==> src/rtl/two_op_pkg.sv <==
// ---------------------------------------------------------------------------
// two_op_pkg
// Shared definitions for the two-port memory arbiter slice.
//   AW_DEF / DW_DEF : default address / data widths (16-bit words)
//   port_t          : response owner id (PORT_NONE / PORT_I / PORT_D)
//   arb_state_t     : arbiter ownership state (ARB_IDLE / ARB_LOCKED)
// Optional feature macro used by the files importing this package:
//   TWO_OP_ARB_RR_EN
// ---------------------------------------------------------------------------
package two_op_pkg;

  localparam int AW_DEF = 16;
  localparam int DW_DEF = 16;

  typedef logic [1:0] port_t;

  localparam port_t PORT_NONE = 2'd0;
  localparam port_t PORT_I    = 2'd1;
  localparam port_t PORT_D    = 2'd2;

  typedef enum logic {
    ARB_IDLE   = 1'b0,
    ARB_LOCKED = 1'b1
  } arb_state_t;

endpackage : two_op_pkg

==> src/rtl/two_op_arb_pick.sv <==
// ---------------------------------------------------------------------------
// two_op_arb_pick
// Purely combinational grant picker for the fetch / data ports.
// Ports:
//   i_req, d_req : current requests from fetch and data ports
//   state        : ARB_LOCKED restricts grants to the data port
//   starved      : (fixed-priority build) fetch has waited the full limit
//   last_d       : (round-robin build) data port held the most recent grant
//   gnt          : one-hot-or-zero grant vector, [0]=fetch, [1]=data
// Macro TWO_OP_ARB_RR_EN selects round-robin arbitration in the idle state;
// otherwise fixed data-over-fetch priority with a starvation override.
// ---------------------------------------------------------------------------
module two_op_arb_pick
  import two_op_pkg::*;
(
  input  logic       i_req,
  input  logic       d_req,
  input  arb_state_t state,
`ifdef TWO_OP_ARB_RR_EN
  input  logic       last_d,
`else
  input  logic       starved,
`endif
  output logic [1:0] gnt
);

  always_comb begin
    gnt = 2'b00;
    if (state == ARB_LOCKED) begin
      // An atomic sequence owns the memory; fetch waits however long it has.
      gnt[1] = d_req;
    end else begin
`ifdef TWO_OP_ARB_RR_EN
      if (i_req && d_req) begin
        // Tie: whoever was served last yields.
        if (last_d) gnt[0] = 1'b1;
        else        gnt[1] = 1'b1;
      end else begin
        gnt[0] = i_req;
        gnt[1] = d_req;
      end
`else
      if (i_req && starved) gnt[0] = 1'b1;
      else if (d_req)       gnt[1] = 1'b1;
      else if (i_req)       gnt[0] = 1'b1;
`endif
    end
  end

endmodule : two_op_arb_pick

==> src/rtl/two_op_mem_arbiter.sv <==
// ---------------------------------------------------------------------------
// two_op_mem_arbiter
// Shares one single-port synchronous memory (1-cycle registered read)
// between a read-only instruction-fetch port and a read/write data port.
// Ports:
//   clk, rst_n                      : clock, asynchronous active-low reset
//   i_req/i_addr/i_gnt              : fetch request handshake
//   i_rdata/i_rvalid                : fetch response (cycle after i_gnt)
//   d_req/d_we/d_lock/d_addr/d_wdata: data request; d_lock keeps ownership
//   d_gnt                           : data access accepted
//   d_rdata/d_rvalid                : data read response (never for writes)
//   mem_en/mem_we/mem_addr/mem_wdata: memory command (combinational)
//   mem_rdata                       : memory read data, cycle after a read
// Macro TWO_OP_ARB_RR_EN: round-robin idle arbitration, no wait counter.
// Default build: data-over-fetch priority, fetch forced after STARVE_LIMIT
// consecutive waiting cycles.
// ---------------------------------------------------------------------------
module two_op_mem_arbiter
  import two_op_pkg::*;
#(
  parameter int AW           = AW_DEF,
  parameter int DW           = DW_DEF,
  parameter int STARVE_LIMIT = 4
) (
  input  logic          clk,
  input  logic          rst_n,
  input  logic          i_req,
  input  logic [AW-1:0] i_addr,
  output logic          i_gnt,
  output logic [DW-1:0] i_rdata,
  output logic          i_rvalid,
  input  logic          d_req,
  input  logic          d_we,
  input  logic          d_lock,
  input  logic [AW-1:0] d_addr,
  input  logic [DW-1:0] d_wdata,
  output logic          d_gnt,
  output logic [DW-1:0] d_rdata,
  output logic          d_rvalid,
  output logic          mem_en,
  output logic          mem_we,
  output logic [AW-1:0] mem_addr,
  output logic [DW-1:0] mem_wdata,
  input  logic [DW-1:0] mem_rdata
);

  arb_state_t state_reg, state_next;
  port_t      rsp_port_reg, rsp_port_next;
  logic [1:0] gnt;

  // -------------------------------------------------------------------------
  // Arbitration history: wait counter (fixed priority) or last winner (RR)
  // -------------------------------------------------------------------------
`ifdef TWO_OP_ARB_RR_EN
  logic last_d_reg, last_d_next;

  always_comb begin
    last_d_next = last_d_reg;
    if (|gnt) last_d_next = gnt[1];
  end

  always_ff @(posedge clk or negedge rst_n) begin
    if (!rst_n) last_d_reg <= 1'b0;
    else        last_d_reg <= last_d_next;
  end

  two_op_arb_pick u_pick (
    .i_req  (i_req),
    .d_req  (d_req),
    .state  (state_reg),
    .last_d (last_d_reg),
    .gnt    (gnt)
  );
`else
  localparam int WCW = $clog2(STARVE_LIMIT + 1);
  localparam logic [WCW-1:0] WAIT_MAX = WCW'(STARVE_LIMIT);

  logic [WCW-1:0] wait_cnt_reg, wait_cnt_next;
  logic           starved;

  // Counter saturates at the limit, so equality is the same as >=.
  assign starved = (wait_cnt_reg == WAIT_MAX);

  always_comb begin
    wait_cnt_next = wait_cnt_reg;
    if (!i_req || gnt[0])          wait_cnt_next = '0;
    else if (wait_cnt_reg != WAIT_MAX) wait_cnt_next = wait_cnt_reg + 1'b1;
  end

  always_ff @(posedge clk or negedge rst_n) begin
    if (!rst_n) wait_cnt_reg <= '0;
    else        wait_cnt_reg <= wait_cnt_next;
  end

  two_op_arb_pick u_pick (
    .i_req   (i_req),
    .d_req   (d_req),
    .state   (state_reg),
    .starved (starved),
    .gnt     (gnt)
  );
`endif

  assign i_gnt = gnt[0];
  assign d_gnt = gnt[1];

  // -------------------------------------------------------------------------
  // Memory command mux
  // -------------------------------------------------------------------------
  assign mem_en    = |gnt;
  assign mem_we    = gnt[1] & d_we;
  assign mem_addr  = gnt[1] ? d_addr : i_addr;
  assign mem_wdata = d_wdata;

  // -------------------------------------------------------------------------
  // Lock FSM
  // -------------------------------------------------------------------------
  always_comb begin
    state_next = state_reg;
    case (state_reg)
      ARB_IDLE:   if (gnt[1] && d_lock) state_next = ARB_LOCKED;
      ARB_LOCKED: if (!d_lock)          state_next = ARB_IDLE;
      default:                          state_next = ARB_IDLE;
    endcase
  end

  always_ff @(posedge clk or negedge rst_n) begin
    if (!rst_n) state_reg <= ARB_IDLE;
    else        state_reg <= state_next;
  end

  // -------------------------------------------------------------------------
  // Response pipe: remember which port issued the read this cycle
  // -------------------------------------------------------------------------
  always_comb begin
    rsp_port_next = PORT_NONE;
    if (gnt[0])             rsp_port_next = PORT_I;
    else if (gnt[1] && !d_we) rsp_port_next = PORT_D;
  end

  always_ff @(posedge clk or negedge rst_n) begin
    if (!rst_n) rsp_port_reg <= PORT_NONE;
    else        rsp_port_reg <= rsp_port_next;
  end

  assign i_rvalid = (rsp_port_reg == PORT_I);
  assign d_rvalid = (rsp_port_reg == PORT_D);
  assign i_rdata  = mem_rdata;
  assign d_rdata  = mem_rdata;

endmodule : two_op_mem_arbiter
==> config.mk <==
export PLATFORM = sky130hd
export DESIGN_NAME = two_op_mem_arbiter
export DESIGN_NICKNAME = d
export VERILOG_FILES = /design/src/rtl/two_op_pkg.sv /design/src/rtl/two_op_arb_pick.sv /design/src/rtl/two_op_mem_arbiter.sv
export SDC_FILE = /design/constraint.sdc
export NUM_CORES = 1
export LEC_CHECK = 0
export ABC_AREA = 1
export BUFFER_PORTS_ARGS = -buffer_cell sky130_fd_sc_hd__buf_2
export CAP_MARGIN = 20
export CELL_PAD_IN_SITES_DETAIL_PLACEMENT = 0
export CELL_PAD_IN_SITES_GLOBAL_PLACEMENT = 1
export CORE_MARGIN = 3
export CORE_UTILIZATION = 15
export CTS_CLUSTER_DIAMETER = 60
export CTS_CLUSTER_SIZE = 30
export DETAILED_ROUTE_END_ITERATION = 16
export PLACE_DENSITY_LB_ADDON = 0.1
export REMOVE_ABC_BUFFERS = 1
export SYNTH_ARGS = -nofsm -noshare
export SYNTH_HDL_FRONTEND = slang
export SYNTH_SLANG_ARGS = --single-unit
==> constraint.sdc <==
create_clock -name clk -period 1.3 [get_ports clk]
set_clock_uncertainty 0.05 [all_clocks]
set_input_delay 0.065 -clock clk [delete_from_list [all_inputs] [get_ports clk]]
set_output_delay 0.065 -clock clk [all_outputs]
set_load 0.02 [all_outputs]
Yosys cells after proc, flatten, opt, wreduce, memory -nomap -nowiden

Index checks and enable logic that the tools add are counted.

$add $sub $neg: 1
Reduce and logical (&&, ||, !) cells: 8
Multipliers: 0
Divide/modulo/power cells: 0
Eq/ne operators: 4
Mux-type cells: 15
Magnitude comparators: 0
Bitwise logic cells: 2
Shift-type cells: 0

Operators with widths:

| cell                                                                   | count |
|---|---|
| 16-bit 2-to-1 mux                                                      | 1 |
| 1-bit 2-to-1 mux                                                       | 9 |
| 3-bit 2-to-1 mux                                                       | 2 |
| 2-bit 2-to-1 mux                                                       | 2 |
| 3-bit by 1-bit adder with 3-bit output (second input constant)         | 1 |
| 3-bit equality test (second input constant)                            | 1 |
| 1-bit logical AND                                                      | 3 |
| 3-bit != test (second input constant)                                  | 1 |
| 2-bit by 1-bit equality test with 1-bit output (second input constant) | 1 |
| 2-bit equality test (second input constant)                            | 1 |
| 1-bit logical NOT                                                      | 2 |
| 1-bit case mux with 2 select lines                                     | 1 |
| 2-bit nonzero test                                                     | 1 |
| 2-bit OR reduction                                                     | 1 |
| 1-bit bitwise AND                                                      | 1 |
| 1-bit logical OR                                                       | 1 |
| 1-bit NOT                                                              | 1 |

Output and inout port bits: 70
ROM bits: 0
Bits of input ports: 70
Flip-flop bits (word level): 6
RAM bits: 0
Latch bits: 0
Memories kept: 0

Longest topological paths before layout

Gate-level depths: netlist (run 1).

Depth in word-level cells: 7
Gate-level depth with buffers: 7

Hierarchy

From an unflattened synthesis (run 1), not the netlist that was laid out.

Cells, all modules: 144
Area, all modules: 919.6 µm²

Modules (own cells, without submodules):

| module             | cells an instance | sequential area each (µm²) | area each (µm²) | times used |
|---|---|---|---|---|
| two_op_mem_arbiter | 136               | 150.1                      | 889.6           | 1 |
| two_op_arb_pick    | 8                 | 0.0                        | 30.0            | 1 |

Worst setup path before layout (run 1)

No wires, ideal clock.

Kind: reg2out
Start point: register wait_cnt_reg[0]
End point: output mem_we
Setup slack: -0.064 ns
Data arrival time: 1.249 ns
Stages on the path, launching flop included: 7
Required time: 1.185 ns
Cells stage by stage: dfrtp_1 > inv_1 > ha_1 > nand4_4 > nand2_4 > buf_6 > nor2_1

Cells in the longest elaborated chain, start to end: 5

RTL lines:

| element                  | RTL line                  | text |
|---|---|---|
| start: declaration       | two_op_mem_arbiter.sv:78  | `logic [WCW-1:0] wait_cnt_reg, wait_cnt_next;` |
| start signal: assignment | two_op_mem_arbiter.sv:92  | `else wait_cnt_reg <= wait_cnt_next;` |
| 3-bit equality test      | two_op_mem_arbiter.sv:82  | `assign starved = (wait_cnt_reg == WAIT_MAX);` |
| 1-bit logical AND        | two_op_arb_pick.sv:43     | `if (i_req && starved) gnt[0] = 1'b1;` |
| 1-bit 2-to-1 mux         | two_op_arb_pick.sv:43     |  |
| 1-bit 2-to-1 mux         | two_op_arb_pick.sv:29     | `if (state == ARB_LOCKED) begin` |
| 1-bit bitwise AND        | two_op_mem_arbiter.sv:111 | `assign mem_we = gnt[1] & d_we;` |
| end: declaration         | two_op_mem_arbiter.sv:41  | `output logic mem_we,` |

Every way passes these cells.

Worst setup path after layout (run 1)

Start point: register wait_cnt_reg[0]
End point: output mem_addr[4]

Cells in the longest elaborated chain, start to end: 5

RTL lines:

| element             | RTL line                  | text |
|---|---|---|
| 3-bit equality test | two_op_mem_arbiter.sv:82  |  |
| 1-bit logical AND   | two_op_arb_pick.sv:43     |  |
| 1-bit 2-to-1 mux    | two_op_arb_pick.sv:43     |  |
| 1-bit 2-to-1 mux    | two_op_arb_pick.sv:29     |  |
| 16-bit 2-to-1 mux   | two_op_mem_arbiter.sv:112 | `assign mem_addr = gnt[1] ? d_addr : i_addr;` |
| end: declaration    | two_op_mem_arbiter.sv:42  | `output logic [AW-1:0] mem_addr,` |

Every way passes these cells.

==> results of run 1 <==
-- stage by stage --
| stage | hold WS, ns | cells | setup TNS, ns |
|---|---|---|---|
| floorplan | -0.281 | 88 | -1.97 |
| detailed placement | -0.141 | 230 | -3.07 |
| global route | 0.00878 | 244 | -7.32 |
| CTS | 0.00500 | 242 | -5.30 |
| finish | 0.00720 | 244 | -5.87 |
| global placement | -0.142 | 230 | -2.40 |
-- power by group through the flow --
stage / registers [mW] / logic [mW] / clock network [mW]
after global placement: 0.217 / 0.352 / 0
after CTS: 0.218 / 0.496 / 0.285
after detailed placement: 0.218 / 0.351 / 0
final: 0.219 / 0.536 / 0.279
after floorplan: 0.217 / 0.178 / 0
after global routing: 0.221 / 0.578 / 0.305
-- synth_stat cells, drive strengths merged --
| cell | number |
|---|---|
| buf | 53 |
| ha | 2 |
| dfrtp | 6 |
| nand3 | 16 |
| a21oi | 2 |
| nand4 | 3 |
| nor3 | 1 |
| xnor2 | 1 |
| inv | 10 |
| nand2 | 42 |
| nor2 | 5 |
-- worst paths after layout --
kind / from / end / slack (ns) / cells after the start
setup / recovery: wait_cnt_reg[0] / mem_addr[4] / -0.30 / 8
hold / removal: d_lock / state_reg / 0.007 / 3
setup reg to reg: wait_cnt_reg[0] / wait_cnt_reg[2] / -0.10 / 10
hold reg to reg: state_reg / rsp_port_reg[0] / 0.52 / 3
max in group asynchronous: rst_n / state_reg / 0.88 / 2
min in group asynchronous: rst_n / wait_cnt_reg[0] / 0.16 / 2
-- timing repair --
item                                    4_1_cts  5_1_grt
hold buffers                                  2        0
resized for setup                            70       21
pin swaps                                    19        6
gates cloned                                  2        1
buffers inserted                              5        1
hold endpoints to repair                      7        0
endpoints found under the setup margin       24       23
-- cell type report --
| class | count | area (um2) |
|---|---|---|
| repair buffers | 76 | 593 |
| flip-flops and latches | 6 | 150 |
| multi-input cells | 74 | 553 |
| clock buffers | 3 | 41.3 |
| well taps | 75 | 93.8 |
| inverters | 10 | 40.0 |
| fillers | 667 | 4480 |
-- cells by family (layout without fill, tap and decap cells) --
kind of cell,Yosys count,count (layout),share of synthesized area (%)
buffers and inverters,63,89,46.7
adders and majority gates,2,2,2.68
DFF,6,6,16.1
and+or+nand+nor,67,69,32.5
AOI/OAI and AO/OA,2,2,1.07
xor gates and xnor gates,1,1,0.940
-- critical path: cells and delay by family (launching register included) --
family / cells / cell delay (ns)
simple gates: 3 / 0.22
buf+inv: 4 / 0.50
flops: 1 / 0.38
fa+ha+maj: 1 / 0.15
-- layout by cell type (no fill, tap or decap), types with 2 or more instances in the layout --
| cell type | Yosys | layout |
|---|---|---|
| dfrtp_1 | 6 | 6 |
| nand2_1 | 41 | 21 |
| nand2_4 | 1 | 4 |
| inv_1 | 10 | 7 |
| buf_6 | 2 | 22 |
| buf_2 | 3 | 42 |
| nand2_2 | 0 | 17 |
| nand4_1 | 2 | 2 |
| clkbuf_8 | 0 | 3 |
| nor2_1 | 5 | 5 |
| nand2_8 | 0 | 2 |
| dlygate4sd3_1 | 0 | 2 |
| nand3_2 | 0 | 16 |
| buf_4 | 48 | 7 |
| inv_2 | 0 | 2 |
-- layer usage --
| metal | track usage, % | vias to the layer above |
|---|---|---|
| met2 | 14.2 | 98 |
| li1 | - | 446 |
| met1 | 15.4 | 460 |
| met3 | 12.8 | 4 |
| met5 | 8.39 | - |
| met4 | 2.01 | 2 |
==> results by group, run 1 <==
Outcome
  • Status: finished with violations
  • Failing checks: setup timing

Setup path
  • Crit path DAT: 1.48 ns
  • Slowest stage delay, CP: 0.38 ns
  • Crit-path cells: inv_2, ha_4, nand4_4, buf_12, buf_8, nand3_2, nand2_2, buf_6
  • Critical Path End Type: output pin
  • CP Class: register to output pin
  • Critical Path Fanout Max: 6
  • Slowest cell on crit path: dfrtp_1
  • Crit start category: register
  • Req. time, crit path: 1.19 ns

STA
  • Setup ws final: -0.299 ns
  • Slew Limit Fails: 0
  • Final Hold Violating Endpoints: 0
  • Worst slew pin tran: 0.329 ns
  • Max frequency: 625 MHz
  • Slew headroom: 78.1%
  • Fin crit share: 123%
  • RSZ-0062 raised after global routing: yes
  • Period minus WS final: 1.60 ns
  • Endpoints failing setup: 23

Power
  • Leakage dissipation: 0.781 nW
  • Peak supply drop: 0.288 mV
  • PD cells: 703 nW/um2
  • NetSw: 365 uW
  • Seq pwr share: 21.2%
  • Switching Share: 35.3%
  • Design Power: 1.03 mW
  • Gate power share: 51.8%
  • Cell Int Power: 669 uW
  • Clock share of power: 27.0%

Final layout
  • Max reg flops: 3
  • Layout cells sized above 1: 72.8%
  • Nets: 243
  • Synth-to-Final Area Change: 57.9%
  • Finished Cell Area: 1470 um2
  • Final Util: 24.7%
  • # diodes: 0

Logic synthesis
  • Top area cells in the synthesized netlist: buf_4, nand2_1, dfrtp_1
  • Post-synth top area share: 38.7%
  • Synthesized flop and latch total: 6
  • Synth Instances: 141
  • Post-synthesis sequential area ratio: 16.1%
  • Synthesized area per cell: 6.61 um2
  • Unique masters post-synth: 15
  • Synthesis warning total: 0
  • Area leader, netlist: buf_4
  • Synthesized area: 932 um2

Drt
  • Avg WL per Cell: 19.2 um
  • First-pass detailed-route iteration total: 2
  • Top Metal Used: met5
  • DR iter-0 viols: 51
  • Via-per-instance ratio: 4.14
  • Post-route DRC: 0
  • Total routed wirelength: 4.68 mm
  • Met2 WL: 1.75 mm
  • Detail Route Antenna Nets: 0
  • Via count: 1010
  • M1 WL: 1.90 mm
  • Met3 wire length: 965 um

Floorplan
  • Die area: 7200 um2
  • Total core area: 5960 um2
  • Effective utilization at floorplan: 15.7%
  • Die width: 84.8 um
  • Row count: 28
  • Die Height: 84.8 um
  • I/O pins: 140

Clock network
  • CTS tree: yes
  • Htree depth: 1
  • CTS Sinks: 6
  • Longest Clk Path Bufs: 2
  • Root buf cell: clkbuf_8
  • Total CTS buffers: 3
  • Clock transition at path regs: 0.04 ns
  • Clock latency on the worst-skew pair: 0.22 ns

GRT
  • Vias in the first global route: 1076
  • Total grt overflow: 0
  • Global-route wire length before repair: 6.59 mm
  • Initial antenna violation count: 0
  • Pin count of the biggest net entering global routing: 16
  • Total track usage: 12.5%

Min path
  • HP Class: input port to register

Place
  • Port Buffers: 59
  • DP Worst Slack: -0.182 ns
  • DP HPWL: 3.41 mm
  • Final Wtd Congestion: 0.649
  • Dpl cell area: 983 um2

Job
  • Max_cap viols: 0
Note: power is estimated with default switching activity, not from simulation.
==> inputs of run 2 (changes only) <==
- CORE_MARGIN: 3 -> default
- SYNTH_HIERARCHICAL: default -> 1
==> results by group, run 2 <==
Outcome
  • Status: finished with violations
  • Failing checks: setup timing

Power
  • Peak supply drop: 0.220 mV
  • Seq pwr share: 21.4%
  • Leakage dissipation: 0.790 nW
  • Switching Share: 33.5%
  • NetSw: 332 uW
  • Gate power share: 50.4%
  • PD cells: 685 nW/um2
  • Clock share of power: 28.1%
  • Cell Int Power: 659 uW

STA
  • Setup ws final: -0.541 ns
  • Fin crit share: 142%
  • Worst slew pin tran: 0.237 ns
  • Endpoints failing setup: 26
  • RSZ-0062 raised after global routing: yes
  • Period minus WS final: 1.84 ns
  • Slew headroom: 84.2%
  • Final Hold Violating Endpoints: 0
  • Slew Limit Fails: 0
  • Max frequency: 543 MHz
  • Worst hold slack: 0.00731 ns

Logic synthesis
  • Synth Instances: 144
  • Post-synthesis sequential area ratio: 16.3%
  • Area leader, netlist: buf_4
  • Synthesized area: 920 um2
  • Post-synth EDFFs: 0
  • Leading register cell type out of synthesis: dfrtp_1
  • Asr flop ratio synth: 100%
  • Post-synth top cells: nand2_1, buf_4, inv_1
  • Unique masters post-synth: 15
  • Synthesized area per cell: 6.39 um2
  • Top area cells in the synthesized netlist: buf_4, nand2_1, dfrtp_1
  • Synthesized flop and latch total: 6
  • Count leader, synth: nand2_1
  • Post-synth top area share: 39.2%
  • Synthesis warning total: 6

Job
  • Max_cap viols: 0

Drt
  • Detail Route Antenna Nets: 0
  • First-pass detailed-route iteration total: 3
  • Total routed wirelength: 3.93 mm
  • Via-per-instance ratio: 3.89
  • Via count: 973
  • Post-route DRC: 0
  • DR iter-0 viols: 14
  • Avg WL per Cell: 15.7 um

Place
  • DP Worst Slack: -0.412 ns
  • Dpl cell area: 1010 um2
  • Final Wtd Congestion: 0.634
  • Placed Instances: 239
  • Port Buffers: 59
  • DP HPWL: 2.96 mm

Setup path
  • Critical Path Fanout Max: 6
  • Crit-path cells: inv_2, ha_4, nand2_4, inv_2, nand2_2, nor2_4, nor2_4, inv_4, clkbuf_16, nand2_2, nand2_2, buf_6
  • Critical Path End Type: output pin
  • Req. time, crit path: 1.19 ns
  • Crit start category: register
  • Largest delay share family, worst path: simple AND/OR/NAND/NOR gates
  • Crit path DAT: 1.73 ns
  • Reg-to-reg slack, setup: -0.33 ns
  • Slowest stage delay, CP: 0.35 ns
  • Slowest cell on crit path: dfrtp_1
  • Most frequent CP cell: nand2_2
  • CP Class: register to output pin
  • Number of buffers and inverters on the critical path: 5

Final layout
  • Finished Cell Area: 1450 um2
  • Most frequent cells in the layout: buf_2, nand2_2, buf_6
  • Layout cells sized above 1: 73.1%
  • Nets: 249
  • Synth-to-Final Area Change: 57.3%
  • Non-filler cells in the finished layout: 250
  • Max reg flops: 3
  • # diodes: 0
  • Commonest non-fill, non-tap cell in the layout: buf_2

Clock network
  • Clock transition at path regs: 0.04 ns
  • Longest Clk Path Bufs: 2
  • Root buf cell: clkbuf_8
  • Clock latency on the worst-skew pair: 0.22 ns
  • Htree depth: 1
  • CTS Sinks: 6
  • CTS tree: yes
  • Total CTS buffers: 3

Min path
  • HP Class: input port to register

Floorplan
  • Die Height: 80.3 um
  • Die area: 6450 um2
  • Row count: 28
  • Total core area: 5920 um2
  • I/O pins: 140
  • Effective utilization at floorplan: 15.5%
  • Die width: 80.3 um

GRT
  • Total track usage: 11.9%
  • Total grt overflow: 0
  • Global-route wire length before repair: 5.35 mm
  • Pin count of the biggest net entering global routing: 14
  • Initial antenna violation count: 0
  • Vias in the first global route: 957
-- run 2: layout make-up --
cell class              count  area (um2)
multi-input cells          75         482
inverters                  12        47.5
flip-flops and latches      6         150
fillers                   666        4470
well taps                  75        93.8
clock buffers               3        41.3
repair buffers             79         632
-- run 2: final timing paths --
path,start,to,cells past startpoint
setup / recovery,wait_cnt_reg[0],mem_addr[3],12
hold / removal,d_lock,state_reg,2
setup reg to reg,wait_cnt_reg[0],rsp_port_reg[1],11
hold reg to reg,state_reg,state_reg,1
max in group asynchronous,rst_n,rsp_port_reg[1],2
min in group asynchronous,rst_n,wait_cnt_reg[2],2
-- run 2: cells by family after synthesis --
group,after synthesis,synth area share [%]
AND/OR/NAND/NOR,72,31.4
buffers and inverters,63,48.7
flip-flops,6,16.3
adder cells (fa/ha/maj),2,2.72
AO/OA/AOI/OAI,1,0.817
-- run 2: timing repair --
action,4_1_cts,5_1_grt
endpoints found under the hold margin,7,0
resized for setup,49,56
setup buffers,4,1
pin swaps,6,12
gates cloned,1,1
hold buffers,2,0
endpoints found under the setup margin,26,26
-- run 2: worst reg2reg max path: stages (launching register included) --
cell     delay [ns]
dfrtp_1        0.35
inv_2          0.06
ha_4           0.16
nand2_4        0.07
inv_2          0.04
nand2_2        0.06
nor2_4         0.05
nor2_4         0.22
inv_4          0.08
buf_6          0.14
buf_6          0.11
nor3_2         0.15
-- run 2: routing by layer --
layer / vias up / part of all wire, % / GRT usage [%]
li1: 439 / - / -
met1: 427 / 37 / 11.9
met2: 101 / 40 / 15.6
met3: 6 / 22 / 13.4
met4: 0 / 0.92 / 3.21
met5: - / 0 / 7.27
-- run 2: stage by stage --
stage	TNS, ns	utilization (%)	total power [mW]
final	-10.91	24.4	0.990
after global placement	-7.96	17.0	0.541
after global routing	-13.92	24.4	1.06
after CTS	-10.66	21.3	0.913
after floorplan	-23.72	-	0.370
after detailed placement	-8.95	17.0	0.537
-- run 2: power groups by stage --
stage / clock network, mW / registers [mW] / logic (mW)
5_1_grt: 0.303 / 0.214 / 0.544
3_5_place_dp: 0 / 0.211 / 0.326
2_1_floorplan: 0 / 0.211 / 0.159
3_3_place_gp: 0 / 0.211 / 0.330
4_1_cts: 0.288 / 0.211 / 0.413
6_report: 0.279 / 0.212 / 0.499
